## config.mk

```make
export PLATFORM = sky130hd
export DESIGN_NAME = hazard_pipe_ctrl
export DESIGN_NICKNAME = d
export VERILOG_FILES = /design/src/rtl/arm_pipe_pkg.sv /design/src/rtl/sat_counter.sv /design/src/rtl/hazard_pipe_ctrl.sv
export SDC_FILE = /design/constraint.sdc
export NUM_CORES = 1
export LEC_CHECK = 0
export BUFFER_PORTS_ARGS = -buffer_cell sky130_fd_sc_hd__buf_2
export CORE_MARGIN = 2
export CORE_UTILIZATION = 50
export CTS_CLUSTER_SIZE = 12
export DETAILED_ROUTE_END_ITERATION = 10
export PLACE_DENSITY = 0.86
export SYNTH_ARGS = -nofsm -noshare
export SYNTH_HDL_FRONTEND = slang
export SYNTH_HIERARCHICAL = 1
export SYNTH_SLANG_ARGS = --single-unit
```

## constraint.sdc

```tcl
create_clock -name clk -period 1.8 [get_ports clk]
set_input_delay 0.54 -clock clk [delete_from_list [all_inputs] [get_ports clk]]
set_output_delay 0.54 -clock clk [all_outputs]
set_load 0.1 [all_outputs]
```

## src/rtl/arm_pipe_pkg.sv

```systemverilog
// Shared types for the ARM 5-stage pipeline control path: forwarding selects
// and the write-back control bundle carried D->E->M->W.
package arm_pipe_pkg;

  typedef enum logic [1:0] {
    FWD_RF  = 2'b00,
    FWD_WB  = 2'b01,
    FWD_MEM = 2'b10
  } fwd_sel_t;

  typedef struct packed {
    logic RegWrite;
    logic MemtoReg;
    logic PCSrc;
  } ctrl_bits_t;

  // Memory stage holds the newer value, so it takes priority over write-back.
  function automatic fwd_sel_t fwd_sel(input logic hit_m, input logic hit_w);
    if (hit_m)      return FWD_MEM;
    else if (hit_w) return FWD_WB;
    else            return FWD_RF;
  endfunction

endpackage

```

## src/rtl/sat_counter.sv

```systemverilog
// Saturating up-counter: counts cycles with inc=1 and sticks at all-ones.
module sat_counter #(
  parameter int CNTW = 16
) (
  input  logic            clk,
  input  logic            reset,
  input  logic            inc,
  output logic [CNTW-1:0] count
);

  always_ff @(posedge clk or posedge reset) begin
    if (reset)                    count <= '0;
    else if (inc && count != '1)  count <= count + CNTW'(1);
  end

endmodule

```

## src/rtl/hazard_pipe_ctrl.sv

```systemverilog
// Hazard/sequencing controller: carries write-back control bits D->E->M->W and
// derives forwarding selects, load-use stall, branch flush and PC-write drain.
module hazard_pipe_ctrl
  import arm_pipe_pkg::*;
#(
  parameter int CNTW = 16
) (
  input  logic            clk,
  input  logic            reset,
  input  logic            Enable,
  input  logic            RegWriteD,
  input  logic            MemtoRegD,
  input  logic            PCSrcD,
  input  logic            CondExE,
  input  logic            BranchTakenE,
  input  logic [3:0]      RA1D,
  input  logic [3:0]      RA2D,
  input  logic [3:0]      WA3E,
  input  logic [3:0]      Match,
  output logic [1:0]      FowardAE,
  output logic [1:0]      FowardBE,
  output logic            StallF,
  output logic            StallD,
  output logic            FlushD,
  output logic            FlushE,
  output logic            RegWriteW,
  output logic            MemtoRegW,
  output logic            PCSrcW,
  output logic [CNTW-1:0] StallCnt,
  output logic [CNTW-1:0] FlushCnt
);

  ctrl_bits_t ctrl_d, ctrl_e, ctrl_m, ctrl_w;
  logic       ld_stall, pc_pend;

  assign ctrl_d = {RegWriteD, MemtoRegD, PCSrcD};

  // D->E always loads (bubble on FlushE); E->M->W only move when Enable is high.
  always_ff @(posedge clk or posedge reset) begin
    if (reset) begin
      ctrl_e <= '0;
      ctrl_m <= '0;
      ctrl_w <= '0;
    end else begin
      ctrl_e <= FlushE ? '0 : ctrl_d;
      if (Enable) begin
        ctrl_m.RegWrite <= ctrl_e.RegWrite & CondExE;
        ctrl_m.MemtoReg <= ctrl_e.MemtoReg;
        ctrl_m.PCSrc    <= ctrl_e.PCSrc & CondExE;
        ctrl_w          <= ctrl_m;
      end
    end
  end

  always_comb begin
    ld_stall = ctrl_e.MemtoReg & ctrl_e.RegWrite & ((RA1D == WA3E) | (RA2D == WA3E));
    pc_pend  = PCSrcD | ctrl_e.PCSrc | ctrl_m.PCSrc;
    StallF   = ld_stall | pc_pend;
    StallD   = ld_stall;
    FlushD   = pc_pend | ctrl_w.PCSrc | BranchTakenE;
    // A taken branch squashes a pending load consumer: E is bubbled either way.
    FlushE   = ld_stall | BranchTakenE;
    FowardAE = fwd_sel(Match[0] & ctrl_m.RegWrite, Match[1] & ctrl_w.RegWrite);
    FowardBE = fwd_sel(Match[2] & ctrl_m.RegWrite, Match[3] & ctrl_w.RegWrite);
  end

  assign RegWriteW = ctrl_w.RegWrite;
  assign MemtoRegW = ctrl_w.MemtoReg;
  assign PCSrcW    = ctrl_w.PCSrc;

  sat_counter #(.CNTW(CNTW)) u_stall_cnt (
    .clk   (clk),
    .reset (reset),
    .inc   (StallF),
    .count (StallCnt)
  );

  sat_counter #(.CNTW(CNTW)) u_flush_cnt (
    .clk   (clk),
    .reset (reset),
    .inc   (FlushE),
    .count (FlushCnt)
  );

endmodule

```

# Word-level counts from Yosys, hierarchy flattened
# Index checks and enable logic that the tools add are counted.
# classes
n_reduce_logical	2
n_eq_ne	4
muxes	5
bitwise_logic	15
n_addsub	2
# ops
cell	n
16-bit by 1-bit adder with 16-bit output, second input constant	2
16-bit != test, second input constant	2
1-bit bitwise AND	8
4-bit equality test	2
1-bit OR	7
2-bit 2-to-1 mux	2
3-bit 2-to-1 mux	1
1-bit logical AND	2
1-bit 2-to-1 mux	2
# totals
out_inout_bits	43
elab_cells	39
register_bits	41
inputBits	24

# Longest topological paths before layout
# Gate-level depths: netlist of the first run.
# depth
word_depth	5
ltp_mapped	8
ltp_nobuf	8

# Hierarchy
# The synthesis of the first run kept the hierarchy.
# by_module_without_submodules
module	seq_area_each_um2	cells_each	area_per_inst_um2	instances
sat_counter	400.4	71	805.8	2
hazard_pipe_ctrl	225.2	47	476.7	1

# Worst setup path before layout of the first run
# No wires, ideal clock.
# synth_timing
kind	input -> register
start	input port WA3E[2]
end	register u_stall_cnt.count[14]
path_stages	8
slack_ns	-2.021
required_ns	1.674
setup_ns	0.126
arrival_ns	3.695
n_path_buf	0
cell_sequence	xnor2_1 > nand4_1 > a21oi_2 > nand2b_1 > and4_1 > nand3_1 > nor2_1 > mux2_2
# synth_between
elab_chain_len	5
word_cells_on_any_way	6
classes_between	eq/ne: 2; bitwise: 3; reduce/logical: 1
# synth_rtl
item	line_no	source
from (decl)	hazard_pipe_ctrl.sv:18	input logic [3:0] WA3E,
4-bit equality test	hazard_pipe_ctrl.sv:56	ld_stall = ctrl_e.MemtoReg & ctrl_e.RegWrite & ((RA1D == WA3E) | (RA2D == WA3E));
1-bit OR *	hazard_pipe_ctrl.sv:56	
1-bit bitwise AND *	hazard_pipe_ctrl.sv:56	
net StallD	hazard_pipe_ctrl.sv:23	output logic StallD,
1-bit OR *	hazard_pipe_ctrl.sv:58	StallF = ld_stall | pc_pend;
net StallF	hazard_pipe_ctrl.sv:22	output logic StallF,
1-bit logical AND *	sat_counter.sv:13	else if (inc && count != '1) count <= count + CNTW'(1);
to (signal assigned)	sat_counter.sv:13	
to (decl)	sat_counter.sv:8	output logic [CNTW-1:0] count
# The timed path passes the listed nets; every way through them passes the cells marked *.
# A chain may end at the register's enable or synchronous reset.

# Worst setup path after layout of the first run
# layout_timing
start	input port RA2D[2]
end	output port FlushE
# layout_between
elab_chain_len	4
# layout_rtl
item	line_no	source
from (decl)	hazard_pipe_ctrl.sv:17	input logic [3:0] RA2D,
4-bit equality test	hazard_pipe_ctrl.sv:56	
1-bit OR	hazard_pipe_ctrl.sv:56	
1-bit bitwise AND	hazard_pipe_ctrl.sv:56	
1-bit OR	hazard_pipe_ctrl.sv:62	FlushE = ld_stall | BranchTakenE;
to (decl)	hazard_pipe_ctrl.sv:25	output logic FlushE,
# Every way passes these cells.

==> impl_metrics.sql, run 1 <==
INSERT INTO impl_metrics (metric_group, metric, value, unit) VALUES
('setup_path', 'worst_ep_required_time', '1.26', 'ns'),
('logic_synthesis', 'synth.avg_cell_area', '11.05', 'µm²'),
('hold_path', 'timing.hold.worst.class', 'in -> async', ''),
('placed_design', 'place_hpwl', '3569', 'µm'),
('logic_synthesis', 'synthesis.yosys.warnings', '6', ''),
('grt', 'antenna_found_initial', '0', ''),
('floorplan', 'core-area', '4000', 'µm²'),
('routing', 'routed_wire_length_per_instance', '19.28', 'µm'),
('logic_synthesis', 'synthesis.area', '2088', 'µm²'),
('timing', 'transition_time_at_the_pin_with_the_least_slew_margin', '0.6312', 'ns'),
('floorplan', 'starting_density_of_the_core', '0.5221', ''),
('layout', 'final_layout_size_suffix_gt1_frac', '0.5714', ''),
('timing', 'min_period_over_period', '1.214', ''),
('timing', 'finalCriticalPeriod', '2.186', 'ns'),
('timing', 'finalWorstSetupSlack', '-0.3857', 'ns'),
('layout', 'ant_diodes', '0', ''),
('routing', 'first_iter_violations', '115', ''),
('placed_design', 'port_buffers', '66', ''),
('layout', 'fin_nets', '319', ''),
('timing', 'slew_viol_final', '0', ''),
('logic_synthesis', 'yosys_cell_types', '28', ''),
('setup_path', 'r2r-start', 'ctrl_e[2]', ''),
('routing', 'drc', '0', ''),
('logic_synthesis', 'proportion_of_netlist_area_held_by_the_largest_area_contributor', '0.4913', ''),
('power', 'p_per_area', '1352', 'nW/µm²'),
('setup_path', 'path_class', 'in -> out', ''),
('cts', 'tritoncts_clock_tree', 'yes', ''),
('cts', 'cts_sinks', '41', ''),
('layout', 'most-common-layout-cells', '39 x sky130_fd_sc_hd__dfrtp_1, 36 x sky130_fd_sc_hd__buf_2, 23 x sky130_fd_sc_hd__xnor2_1', ''),
('floorplan', 'die-area', '4709', 'µm²'),
('logic_synthesis', 'synth_sequential_area_ratio', '0.4913', ''),
('grt', 'grt_pass1_vias', '1875', ''),
('logic_synthesis', 'ys_ff_latch', '41', ''),
('timing', 'achievable-frequency', '0.4575', 'GHz'),
('timing', 'final.setup.tns', '-5.772', 'ns'),
('routing', 'detail_route.wirelength', '6631', 'µm'),
('layout', 'area_growth', '62.85', '%'),
('cts', 'number_of_buffers_added_by_the_clock_tree_synthesis_step', '5', ''),
('logic_synthesis', 'synth_area_leader_cell', 'sky130_fd_sc_hd__dfrtp_1', ''),
('cts', 'clk_pin_slew_worst_paths', '0.09', 'ns'),
('logic_synthesis', 'synthTopCellsByArea', 'sky130_fd_sc_hd__dfrtp_1 49%, sky130_fd_sc_hd__xnor2_1 13%, sky130_fd_sc_hd__mux2_2 4.3%', ''),
('routing', 'firstDrtPassIters', '4', ''),
('grt', 'grt_util_all_layers', '0.2663', ''),
('floorplan', 'boundaryPins', '67', ''),
('cts', 'cts_root_buffer', 'sky130_fd_sc_hd__clkbuf_8', ''),
('timing', 'fin_skew', '0.008654', 'ns'),
('grt', 'total_grt_overflow', '0', ''),
('cts', 'number_of_buffers_between_clock_root_and_the_deepest_sink', '2', ''),
('power', 'vdd_drop_max', '1.650', 'mV'),
('logic_synthesis', 'syn_inst', '189', ''),
('setup_path', 'crit_path_max_fanout', '3', ''),
('setup_path', 'cp-end-kind', 'output pin', ''),
('grt', 'grt_first_pass_wirelength', '8983', 'µm'),
('setup_path', 'cp-start-kind', 'input pin', ''),
('grt', 'grt_start_max_net_pins', '17', ''),
('cts', 'insertion_delay', '0.31', 'ns'),
('logic_synthesis', 'syn_nets', '215', ''),
('routing', 'vias_per_inst', '5.619', ''),
('placed_design', 'dp.cells', '321', ''),
('job', 'count_of_max_cap_constraint_violations', '0', ''),
('layout', 'most_common_library_cell_in_the_layout_ignoring_fill_and_taps', 'sky130_fd_sc_hd__dfrtp_1', ''),
('timing', 'maxSlewHeadroom', '0.5788', ''),
('power', 'p_leak', '1.608', 'nW'),
('routing', 'vias', '1933', ''),
('floorplan', 'die_y', '68.63', 'µm'),
('floorplan', 'die_width', '68.63', 'µm'),
('run_status', 'outcome', 'complete, but fails checks', ''),
('placed_design', 'routabilityCongestion', '0.8372', ''),
('timing', 'final-setup-viol-count', '31', ''),
('run_status', 'failed_checks', 'setup timing', ''),
('cts', 'htreeDepth', '2', ''),
('setup_path', 'critPathArrivalTime', '1.65', 'ns'),
('timing', 'rsz0062_at_grt', 'yes', ''),
('timing', 'finalHoldViolCount', '0', ''),
('routing', 'final_antenna_net_count', '0', ''),
('layout', 'stdcell_count', '344', ''),
('floorplan', 'fp-row-count', '23', ''),
('setup_path', 'worst_setup_path_startpoint', 'RA2D[2]', '');
==> logic make-up after synthesis <==
logic type	Yosys count	share of synthesized area
simple gates	91	0.2810
flops	41	0.4913
xor+xnor	30	0.1258
mux	10	0.05273
compound gates	9	0.02576
buf+inv	6	0.01138
fa+ha+maj	2	0.01198
==> synthesized netlist by cell type, drive strengths merged <==
| cell | n |
|---|---|
| mux2 | 8 |
| o21ai | 2 |
| xnor2 | 30 |
| nor3 | 1 |
| nand3 | 16 |
| ha | 2 |
| o21a | 2 |
| inv | 5 |
| nand4 | 16 |
| or2 | 1 |
| and3 | 10 |
| nand2b | 3 |
| nor4 | 2 |
| nand2 | 18 |
| nor2 | 9 |
| a21oi | 5 |
| and2 | 4 |
| buf | 1 |
| dfrtp | 41 |
| mux2i | 2 |
| nor3b | 3 |
| and4 | 8 |
==> power breakdown <==
group	switching (W)	internal, W
combinational	0.00177	0.000659
sequential	0.000256	0.00109
clock	0.000363	0.000452
==> state kept, by name, summed over array words and instances (netlist names) <==
signal	count
u_flush_cnt/count	16
u_stall_cnt/count	16
ctrl_e	3
ctrl_m	3
MemtoRegW	1
PCSrcW	1
RegWriteW	1
==> path summary, 6_finish.rpt <==
| path | depth (start not counted) | end | slack (ns) |
|---|---|---|---|
| min in group clk | 2 | ctrl_e[2] | 0.49 |
| setup reg to reg | 9 | u_stall_cnt/count[14] | -0.11 |
| hold / removal | 2 | ctrl_e[0] | 0.20 |
| hold reg to reg | 1 | u_flush_cnt/count[15] | 0.50 |
| setup / recovery | 7 | FlushE | -0.39 |
| max in group asynchronous | 2 | u_stall_cnt/count[10] | 1.06 |
==> routing by layer <==
metal | part of all wire | routed length (µm) | track usage
met5 | 0 | 0 | 0
met4 | 0.017 | 113 | 0.1200
met3 | 0.040 | 266 | 0.08117
met2 | 0.54 | 3567 | 0.4663
met1 | 0.40 | 2683 | 0.2948
==> final cells by class <==
type	count	area [µm²]
multi-input cells	142	1320
flip-flops and latches	41	1031
repair buffers	98	848.3
fillers	195	599.3
clock buffers	6	82.58
well taps	50	62.56
clock inverters	2	37.54
inverters	5	18.77
==> critical path, cell delays in order <==
cell and delay, ns:
sky130_fd_sc_hd__buf_8 0.10, sky130_fd_sc_hd__xnor2_4 0.15, sky130_fd_sc_hd__nand4_1 0.18, sky130_fd_sc_hd__a21oi_4 0.22, sky130_fd_sc_hd__or2_4 0.17, sky130_fd_sc_hd__buf_12 0.11, sky130_fd_sc_hd__buf_16 0.16
==> repair_timing <==
| action | in CTS | in global routing |
|---|---|---|
| pin swaps | 18 | 16 |
| hold buffers | 0 | 0 |
| buffers inserted | 11 | 5 |
| gates resized for setup | 28 | 45 |
| setup endpoints to repair | 23 | 43 |
==> stage by stage <==
step | area [µm²] | hold slack [ns] | worst slack (ns) | utilization | total power (W)
6_report | 3401 | 0.1995 | -0.3857 | 0.8502 | 0.004597
5_1_grt | 3401 | 0.2320 | -0.4328 | 0.8502 | 0.004762
4_1_cts | 3191 | 0.2087 | -0.3178 | 0.7976 | 0.004362
3_5_place_dp | 2877 | 0.4950 | -0.5222 | 0.7191 | 0.003495
3_3_place_gp | 2877 | 0.4872 | -0.4618 | 0.7191 | 0.003453
2_1_floorplan | 2243 | 0.3679 | -1.092 | - | 0.003024
Note: power is estimated with default switching activity, not from simulation.
==> run 2: changes to the inputs <==
--- a/config.mk
+++ b/config.mk
@@ -11,6 +11,7 @@
 export CTS_CLUSTER_SIZE = 12
 export DETAILED_ROUTE_END_ITERATION = 10
 export PLACE_DENSITY = 0.86
+export REMOVE_ABC_BUFFERS = 1
 export SYNTH_ARGS = -nofsm -noshare
 export SYNTH_HDL_FRONTEND = slang
 export SYNTH_HIERARCHICAL = 1
==> run 2 against run 1 <==
The flow still finishes with violations (setup timing); wire length rose by 1.2%; worst hold slack improved by 0.011 ns; clock power fell by 2.8%; first-iteration DRC count rose by 16%; sequential share of layout area rose by 1.2 points; global-route usage fell by 1.6 points; register-to-register slack improved by 0.04 ns; power fell by 2.2%; critical path type unchanged; critical endpoint is now StallF; highest routed layer unchanged.
==> impl_metrics.sql, run 2 (same netlist as run 1, synthesis figures left out) <==
INSERT INTO impl_metrics (metric_group, metric, value, unit) VALUES
('floorplan', 'die_width', '68.63', 'µm'),
('layout', 'most_common_library_cell_in_the_layout_ignoring_fill_and_taps', 'sky130_fd_sc_hd__buf_2', ''),
('placed_design', 'routabilityCongestion', '0.7295', ''),
('floorplan', 'die-area', '4709', 'µm²'),
('floorplan', 'boundaryPins', '67', ''),
('routing', 'highest_signal_layer', 'met4', ''),
('hold_path', 'timing.hold.worst.class', 'in -> async', ''),
('timing', 'slew_viol_final', '0', ''),
('setup_path', 'path_class', 'in -> out', ''),
('floorplan', 'die_y', '68.63', 'µm'),
('timing', 'min_period_over_period', '1.256', ''),
('timing', 'maxSlewHeadroom', '0.5630', ''),
('floorplan', 'starting_density_of_the_core', '0.5221', ''),
('job', 'count_of_max_cap_constraint_violations', '0', ''),
('run_status', 'failed_checks', 'setup timing', ''),
('timing', 'achievable-frequency', '0.4424', 'GHz'),
('layout', 'final_layout_size_suffix_gt1_frac', '0.5625', ''),
('timing', 'finalCriticalPeriod', '2.261', 'ns'),
('routing', 'dr_wl_met3', '507', 'µm'),
('placed_design', 'port_buffers', '66', ''),
('timing', 'final.hold.worst_slack', '0.2102', 'ns'),
('cts', 'tritoncts_clock_tree', 'yes', ''),
('setup_path', 'critPathMostFrequentCell', 'sky130_fd_sc_hd__buf_6', ''),
('power', 'vdd_drop_max', '1.707', 'mV'),
('layout', 'area_growth', '56.62', '%'),
('timing', 'fin_skew', '0.009636', 'ns'),
('cts', 'cts_sinks', '41', ''),
('power', 'internal_power', '0.002127', 'W'),
('routing', 'routed_wire_length_per_instance', '19.85', 'µm'),
('routing', 'first_iter_violations', '133', ''),
('cts', 'htreeDepth', '2', ''),
('setup_path', 'critPathMaxStageDelay', '0.23', 'ns'),
('run_status', 'outcome', 'complete, but fails checks', ''),
('routing', 'detail_route.wirelength', '6708', 'µm'),
('timing', 'rsz0062_at_grt', 'yes', ''),
('routing', 'final_antenna_net_count', '0', ''),
('timing', 'transition_time_at_the_pin_with_the_least_slew_margin', '0.6548', 'ns'),
('grt', 'grt_pass1_vias', '1917', ''),
('layout', 'stdcell_count', '338', ''),
('timing', 'finalHoldViolCount', '0', ''),
('cts', 'number_of_buffers_added_by_the_clock_tree_synthesis_step', '5', ''),
('power', 'p_per_area', '1374', 'nW/µm²'),
('power', 'p_clk_frac', '0.176', ''),
('power', 'pwr-share-seq', '0.314', ''),
('timing', 'final.setup.tns', '-7.445', 'ns'),
('power', 'p_leak', '1.572', 'nW'),
('power', 'report.power.total', '0.004495', 'W'),
('setup_path', 'critPathArrivalTime', '1.72', 'ns'),
('setup_path', 'cp-start-kind', 'input pin', ''),
('setup_path', 'worst_path_dominant_cell_family', 'buffers and inverters', ''),
('layout', 'top_regs', 'u_flush_cnt/count: 16 flops, u_stall_cnt/count: 16 flops', ''),
('cts', 'insertion_delay', '0.30', 'ns'),
('setup_path', 'worst_ep_required_time', '1.26', 'ns'),
('power', 'power.switching_fraction', '0.5268', ''),
('routing', 'firstDrtPassIters', '4', ''),
('setup_path', 'cp-end-kind', 'output pin', ''),
('power', 'total_switching_power', '0.002368', 'W'),
('setup_path', 'crit_path_top_delay_cell', 'sky130_fd_sc_hd__a21oi_2', ''),
('routing', 'wirelength_met1', '2578', 'µm'),
('routing', 'met2WireLength', '3523', 'µm'),
('setup_path', 'chain_of_cells_forming_the_critical_path', 'buf_6 > xnor2_1 > nand4_1 > a21oi_2 > nand2b_4 > buf_6 > buf_12', ''),
('timing', 'final-setup-viol-count', '29', ''),
('floorplan', 'core-area', '4000', 'µm²'),
('grt', 'grt_start_max_net_pins', '17', ''),
('setup_path', 'crit_path_max_fanout', '3', ''),
('setup_path', 'r2r_cells', '10', ''),
('setup_path', 'cp.buffers_inverters', '3', ''),
('grt', 'total_grt_overflow', '0', ''),
('layout', 'fin_nets', '313', ''),
('grt', 'grt_util_all_layers', '0.2503', ''),
('placed_design', 'dp.cells', '318', ''),
('cts', 'number_of_buffers_between_clock_root_and_the_deepest_sink', '2', ''),
('placed_design', 'place_worst_setup_slack', '-0.5157', 'ns'),
('grt', 'antenna_found_initial', '0', ''),
('layout', 'ant_diodes', '0', ''),
('routing', 'drc', '0', ''),
('layout', 'most-common-layout-cells', '41 x sky130_fd_sc_hd__buf_2, 37 x sky130_fd_sc_hd__dfrtp_1, 21 x sky130_fd_sc_hd__xnor2_1', ''),
('power', 'combPwrFrac', '0.510', ''),
('cts', 'clk_pin_slew_worst_paths', '0.08', 'ns'),
('floorplan', 'fp-row-count', '23', ''),
('grt', 'grt_first_pass_wirelength', '8514', 'µm'),
('cts', 'cts_root_buffer', 'sky130_fd_sc_hd__clkbuf_8', ''),
('placed_design', 'place_hpwl', '3517', 'µm'),
('timing', 'finalWorstSetupSlack', '-0.4606', 'ns'),
('setup_path', 'timing.critical_path.depth', '7', ''),
('routing', 'vias_per_inst', '5.799', ''),
('routing', 'vias', '1960', '');
-- run 2: changes by cell type in the layout (fill, tap and decap cells not counted), sizes merged --
| cell | change |
|---|---|
| clkbuf | -5 |
| clkinvlp | -1 |
-- run 2: worst register-to-register path: cells and delay by family, from the launching register on --
kind	cells	cell delay [ns]
AO/OA/AOI/OAI	1	0.17
XOR/XNOR	1	0.15
buffers and inverters	3	0.30
flip-flops	1	0.36
AND/OR/NAND/NOR	5	0.78
-- run 2: worst paths after layout --
| check | startpoint | to | slack (ns) |
|---|---|---|---|
| max | RA2D[0] | StallF | -0.46 |
| min | reset | PCSrcW | 0.21 |
| max reg2reg | ctrl_e[1] | u_flush_cnt/count[10] | -0.07 |
| min reg2reg | u_flush_cnt/count[15] | u_flush_cnt/count[15] | 0.50 |
| max in group asynchronous | reset | u_flush_cnt/count[1] | 0.99 |
| min in group clk | RegWriteD | ctrl_e[2] | 0.50 |
-- run 2: metrics by stage --
| step | instance area, µm² | util |
|---|---|---|
| after detailed placement | 2686 | 0.6716 |
| final | 3271 | 0.8176 |
| after global placement | 2686 | 0.6716 |
| after CTS | 3038 | 0.7595 |
| after floorplan | 2083 | - |
| after global routing | 3271 | 0.8176 |
-- run 2: metal layers --
| layer | GRT usage | vias up |
|---|---|---|
| met2 | 0.4796 | 112 |
| met3 | 0.06169 | 11 |
| met1 | 0.2539 | 963 |
| met4 | 0.1050 | 0 |
| met5 | 0 | - |
| li1 | - | 874 |
-- run 2: area by class of cell --
cell class	count	area, µm²
Clock inverter	1	30.03
Tap cell	50	62.56
Inverter	5	18.77
Timing Repair Buffer	92	755.7
Fill cell	209	729.5
Sequential cell	41	1031
Multi-Input combinational cell	142	1286
Clock buffer	7	86.33
-- run 2: power by group through the flow --
stage	Sequential [W]	Combinational, W	Clock [W]
CTS	0.00136	0.00209	0.000792
global route	0.00144	0.00236	0.000830
global placement	0.00134	0.00198	0
finish	0.00141	0.00229	0.000792
detailed placement	0.00135	0.00201	0
floorplan	0.00249	0.000448	0
-- run 2: repair_timing --
item | 4_1_cts | 5_1_grt
hold buffers | 0 | 0
setup buffers | 7 | 8
endpoints found under the hold margin | 0 | 0
pin swaps | 15 | 23
gates resized for setup | 44 | 45
endpoints found under the setup margin | 26 | 42
